===== config.mk =====
export PLATFORM = sky130hd
export DESIGN_NAME = fetch_unit
export DESIGN_NICKNAME = d
export VERILOG_FILES = /design/src/rtl/fetch_unit.sv
export SDC_FILE = /design/constraint.sdc
export NUM_CORES = 1
export LEC_CHECK = 0
export ABC_AREA = 1
export CAP_MARGIN = 15
export CORE_MARGIN = 3
export CORE_UTILIZATION = 49
export DETAILED_ROUTE_END_ITERATION = 10
export PLACE_DENSITY = 0.86
export RECOVER_POWER = 25
export SYNTH_ARGS = -nofsm -noshare
export SYNTH_HDL_FRONTEND = slang
export SYNTH_SLANG_ARGS = --single-unit

===== constraint.sdc =====
create_clock -name clk -period 3.5 [get_ports clk]
set_input_delay 0.35 -clock clk [delete_from_list [all_inputs] [get_ports clk]]
set_output_delay 0.35 -clock clk [all_outputs]
set_load 0.05 [all_outputs]

===== src/rtl/fetch_unit.sv =====
// Instruction fetch/issue stage: PC, imem req/ack handshake,
// fetch timeout/retry, and next-PC selection on retire.
module fetch_unit #(
  parameter int                  PC_WIDTH = 32,
  parameter logic [PC_WIDTH-1:0] RESET_PC = '0,
  parameter int                  TIMEOUT  = 15
) (
  input  logic                clk,
  input  logic                rst,
  output logic                imem_req,
  output logic [PC_WIDTH-1:0] imem_addr,
  input  logic                imem_ack,
  input  logic [31:0]         imem_data,
  input  logic                stall,
  input  logic                SaltoCond,
  input  logic                Zero,
  output logic [31:0]         instru,
  output logic [5:0]          opcode,
  output logic                instr_valid,
  output logic [PC_WIDTH-1:0] pc,
  output logic [PC_WIDTH-1:0] pc_plus4,
  output logic                fetch_err
);

  localparam int CW = $clog2(TIMEOUT + 1);

  typedef enum logic [1:0] {
    FETCH,
    ISSUE,
    RETRY
  } state_t;

  state_t              r_state;
  logic [PC_WIDTH-1:0] r_pc;
  logic [31:0]         r_instru;
  logic                r_valid;
  logic                r_req;
  logic                r_err;
  logic [CW-1:0]       r_cnt;

  logic [PC_WIDTH-1:0] w_pc_plus4;
  logic [PC_WIDTH-1:0] w_offset;
  logic [PC_WIDTH-1:0] w_target;
  logic                w_take;
  logic                w_expired;

  assign w_pc_plus4 = r_pc + PC_WIDTH'(4);
  assign w_offset   = {{(PC_WIDTH-18){r_instru[15]}},
                       r_instru[15:0], 2'b00};
  assign w_target   = w_pc_plus4 + w_offset;
  assign w_take     = SaltoCond & Zero;
  assign w_expired  = (r_cnt == CW'(TIMEOUT - 1));

  assign imem_req    = r_req;
  assign imem_addr   = r_pc;
  assign instru      = r_instru;
  assign opcode      = r_instru[31:26];
  assign instr_valid = r_valid;
  assign pc          = r_pc;
  assign pc_plus4    = w_pc_plus4;
  assign fetch_err   = r_err;

  // Fetch/issue FSM; req is raised one cycle after reset or retry
  always_ff @(posedge clk) begin
    if (rst) begin
      r_state  <= FETCH;
      r_pc     <= RESET_PC;
      r_instru <= '0;
      r_valid  <= 1'b0;
      r_req    <= 1'b0;
      r_err    <= 1'b0;
      r_cnt    <= '0;
    end else begin
      r_err <= 1'b0;
      unique case (r_state)
        FETCH: begin
          if (!r_req) begin
            r_req <= 1'b1;
          end else if (imem_ack) begin
            r_instru <= imem_data;
            r_valid  <= 1'b1;
            r_req    <= 1'b0;
            r_cnt    <= '0;
            r_state  <= ISSUE;
          end else if (w_expired) begin
            r_err   <= 1'b1;
            r_req   <= 1'b0;
            r_cnt   <= '0;
            r_state <= RETRY;
          end else begin
            r_cnt <= r_cnt + CW'(1);
          end
        end
        ISSUE: begin
          if (!stall) begin
            r_valid <= 1'b0;
            r_pc    <= w_take ? w_target : w_pc_plus4;
            r_req   <= 1'b1;
            r_state <= FETCH;
          end
        end
        RETRY: begin
          r_req   <= 1'b1;
          r_cnt   <= '0;
          r_state <= FETCH;
        end
        default: r_state <= FETCH;
      endcase
    end
  end

endmodule


==> After elaboration in Yosys (flattened, before gate mapping) <==
Cells that the tools add are included.
Widths: inputs -> output; s select.
{ "word_totals": {"regBits": 73, "wordCells": 52} }
{ "classes": {"add_sub_neg": 3, "n_eq_ne": 7, "n_mux": 20, "bitwise": 4, "reduce_logical": 11} }
{ "ops": {"columns": ["op", "n"], "rows": [
  ["$add 32x3->32 const B", 1],
  ["$add 32x32->32", 1],
  ["$mux 32", 1],
  ["$mux 4", 3],
  ["$mux 1", 8],
  ["$mux 2", 4],
  ["$pmux 4 s2", 1],
  ["$ne 2x2->1 const B", 3],
  ["$reduce_and 2->1", 3],
  ["$reduce_and 3->1", 2],
  ["$add 4x1->4 const B", 1],
  ["$eq 4x4->1 const B", 1],
  ["$pmux 2 s2", 1],
  ["$reduce_and 4->1", 1],
  ["$reduce_bool 2->1", 2],
  ["$reduce_or 4->1", 1],
  ["$ne 3x3->1 const B", 1],
  ["$not 1->1", 3],
  ["$pmux 1 s3", 1],
  ["$reduce_bool 3->1", 1],
  ["$eq 2x1->1 const B", 1],
  ["$eq 2x2->1 const B", 1],
  ["$logic_not 2->1", 1],
  ["$pmux 1 s2", 1],
  ["$and 1x1->1", 1]
]} }

==> Depth between registers and ports, before layout <==
{ "logic_depth": {"ltp_word": 5, "ltp_mapped": 22, "ltp_nobuf": 22} }

==> Worst setup path before layout <==
Ideal clock, no wire load.
{ "synth_path": {"kind": "flip-flop to flip-flop", "from": "register r_pc[2] (netlist: imem_addr[2])", "to": "register r_pc[29] (netlist: imem_addr[29])", "setup_ps": 67, "arrival_ps": 3675, "required_time_ps": 3433, "slack_ps": -242, "stages_incl_launch_ff": 17, "path_buffers": 0, "synth_period_minus_slack_ps": 3742, "cell_sequence": "dfxtp_1 > inv_2 > nor2_8 > nand2_2 > nor2_4 > nand2_1 > xor2_1 > ha_1 > nand2_1 > inv_1 > a21oi_1 > o21ai_0 > a21oi_1 > nand2_1 > nand2_1 > nand3_1 > a21oi_2"} }
{ "synth_via": {"elab_chain_cells": 3} }
{ "synth_rtl": {"columns": ["item", "line", "source"], "rows": [
  ["start: declaration", "34", "logic [PC_WIDTH-1:0] r_pc;"],
  ["start signal: assignment", "97", "r_pc <= w_take ? w_target : w_pc_plus4;"],
  ["$add 32x3->32", "47", "assign w_pc_plus4 = r_pc + PC_WIDTH'(4);"],
  ["net pc_plus4[2]", "21", "output logic [PC_WIDTH-1:0] pc_plus4,"],
  ["$add 32x32->32", "50", "assign w_target = w_pc_plus4 + w_offset;"],
  ["$mux 32", "97", null]
]} }
The timed path passes the listed nets, and every way through them passes these cells.
A chain may end at the register's enable or synchronous reset.

==> Worst setup path after layout <==
{ "layout_path": {"from": "register r_pc[2] (netlist: imem_addr[2])", "to": "output pc_plus4[24]"} }
{ "layout_via": {"elab_chain_cells": 1} }
{ "layout_rtl": {"columns": ["item", "line"], "rows": [
  ["$add 32x3->32", "47"],
  ["end: declaration", "21"]
]} }
Every way passes these cells.

==> results.cfg <==
[outcome]
run_status = finished clean

[logic_synthesis]
synth-adder-area-share = 0.08822
synth_simple_gate_area_frac = 0.3559
syn_area_um2 = 6183
synth_compound_area_frac = 0.1467
async_flop_share = 0
synth_cells = 1017
syn_area_per_cell_um2 = 6.080
yosys.area_share.xor_xnor = 0.03642
seq_area_frac_synth = 0.2299
yosysWarnings = 0
synth_top_family_by_area = simple AND/OR/NAND/NOR gates
synth_top_area_cell = dfxtp_1
synthMuxAreaShare = 0
synth_edf_count = 0
synth_top_area_share = 0.2299
ys_ff_latch = 71
synthFlopType = dfxtp_1
synth_cell_type_count = 44
synthTopCellsByArea = dfxtp_1, nand2_1, ha_1, nor2_1, inv_1

[clock_network]
root_buffer = clkbuf_16
ctsHoldBuffers = 0
clkTransAtPathRegs_ns = 0.06
cts_resized = 0
cts_buffers = 9
tritoncts = built
htree_levels = 3
clk_latency_ns = 0.35
cts.sinks = 71
post_cts_buffers = 0
cts_buffer_depth = 2

[final_layout]
final_common_cell = nand2_1
finalInstanceArea_um2 = 8132
drive_gt1_frac = 0.06174
n_antenna_cell = 0
syn2layout_area_growth_pct = 31.51
layout_common_cells = nand2_1, nor2_1, clkdlybuf4s50_1
finalNetCount = 1228

[power_and_ir_drop]
peakVddDrop_mv = 0.3493
seq_power_share = 0.317
combPwrFrac = 0.406
power.net_switching_mw = 1.334
p_int_mw = 1.773
pwr_density_cell_nw_per_um2 = 382.1
power_frac_clock = 0.278
swShare = 0.4294
cellLeakagePower_nw = 3.976

[detailed_routing]
wl_um = 20860
via_per_inst = 5.379
drtIter0Drc = 674
drc_errors = 0
firstDrtPassIters = 5
vias = 7090
wire_per_inst_um = 15.83
ant_nets = 0

[sta]
period_share = 0.9310
finalClockSkew_ns = 0.007272
tightest_slew_ns = 1.206
rsz0062_at_grt = no
report.final.slew_viol_count = 0
max_freq_mhz = 306.9
slew-limit-headroom = 0.1960
setup-tns-final_ns = 0
final-hold-violation-count = 0
min_period_ns = 3.259
setup-violations-final = 0

[setup_path]
crit_path_top_delay_cell = clkdlybuf4s50_1
critPathLaunchType = flip-flop
cp_max_fo = 6
critPathMaxStageDelay_ns = 0.82
reg2reg_slack_ns = 0.29
path_delay_family = buffers and inverters
cp.required_ns = 3.15
cpMostUsedCell = nand2_1
r2r-start = imem_addr[2]
path_cells = ha_1 -> nand3_2 -> inv_2 -> nand2_2 -> nor2_2 -> nand2_1 -> o21bai_1 -> nand2_1 -> inv_1 -> clkdlybuf4s50_1
path_class = flip-flop to primary output
arrival_ns = 2.91
path_buf_inv = 3
r2r_end = imem_addr[26]
r2r_cells = 18
critPathCaptureType = primary output

[global_route]
antenna_found_initial = 0
grt_pass1_vias = 6593
grt.total_usage = 0.2934
overflow = 0
grt_max_degree = 63
grt_pass1_wl_um = 33050

[worst_hold_path]
hp-class = flip-flop to flip-flop
min_from = r_cnt[0]
min_path_cells = 2
hold_path_end = r_cnt[0]

[die]
dieArea_um2 = 14000
core_area_um2 = 12160
fp.dieW_um = 118.3
start_util = 0.5084
fp.dieH_um = 118.3
io_pins = 175
row_count = 40

[run]
drv_cap = 0

[placement]
gp_congestion = 1.008
port-buffer-count = 168
dp_hpwl_um = 16260
place_area_um2 = 7868
power by group through the flow:
stage | Clock (mW) | Combinational, mW | Sequential, mW
4_1_cts | 0.866 | 1.28 | 0.984
3_3_place_gp | 0 | 1.26 | 0.996
3_5_place_dp | 0 | 1.27 | 1.00
5_1_grt | 0.894 | 1.35 | 0.994
2_1_floorplan | 0 | 0.655 | 1.22
6_report | 0.862 | 1.26 | 0.983
cell type report:
cell class	count	area [um2]
fillers	1112	4030
clock inverters	4	23.77
well taps	168	210.2
multi-input cells	759	3999
flip-flops and latches	71	1421
inverters	126	473.0
repair buffers	180	1765
clock buffers	10	239.0
through the flow:
stage | power, mW | setup slack, ns | utilization | std cells | hold WS, ns
finish | 3.107 | 0.2414 | 0.6686 | 1318 | 0.5077
global route | 3.236 | 0.02343 | 0.6686 | 1318 | 0.5334
CTS | 3.128 | 0.2643 | 0.6685 | 1318 | 0.5082
detailed placement | 2.270 | 0.3344 | 0.6469 | 1304 | 0.4976
global placement | 2.253 | 0.3391 | 0.6469 | 1304 | 0.4870
floorplan | 1.876 | 0.006599 | - | 1022 | 0.4191
flip-flops by register name, indices dropped and copies added (netlist names):
signal,cells
r_state,2
imem_req,1
instru,32
imem_addr,30
fetch_err,1
r_cnt,4
instr_valid,1
cells in the mapped netlist (all sizes together), types with 4 or more instances:
master / number
nand2: 266
nor2: 144
inv: 124
o21ai: 80
dfxtp: 71
nand3: 64
a21oi: 63
buf: 48
ha: 42
clkbuf: 18
xor2: 16
nor3: 14
a31oi: 13
xnor2: 8
nand4: 7
or2: 7
nand3b: 6
o21bai: 5
a21o: 4
and2: 4
worst max path at each step:
stage,slack (ns),depth (start not counted),end,from
floorplan,0.007,12,imem_addr[12],imem_addr[2]
global placement,0.34,18,imem_addr[26],imem_addr[2]
detailed placement,0.33,18,imem_addr[26],imem_addr[2]
CTS,0.26,10,pc_plus4[24],imem_addr[2]
global route,0.02,17,imem_addr[27],imem_addr[2]
finish,0.24,10,pc_plus4[24],imem_addr[2]
per-layer routing:
metal | GRT usage | up-vias | wire (um)
met5 | 0 | - | 0
met2 | 0.4666 | 383 | 9459
met4 | 0.1414 | 0 | 896
met3 | 0.08373 | 65 | 2216
li1 | - | 3472 | -
met1 | 0.3644 | 3170 | 8285
cell families after synthesis:
| kind of cell | after synthesis |
|---|---|
| other cells | 1 |
| simple gates | 517 |
| buf+inv | 192 |
| fa+ha+maj | 43 |
| xor+xnor | 24 |
| compound gates | 169 |
| flops | 71 |
worst reg2reg max path: cells and delay by family, from the launching register on:
family	cells	cell delay, ns
buf+inv	3	0.30
compound gates	1	0.09
simple gates	11	1.46
flops	1	0.43
xor+xnor	1	0.17
fa+ha+maj	2	0.63
Note: power is estimated with default switching activity, not from simulation.
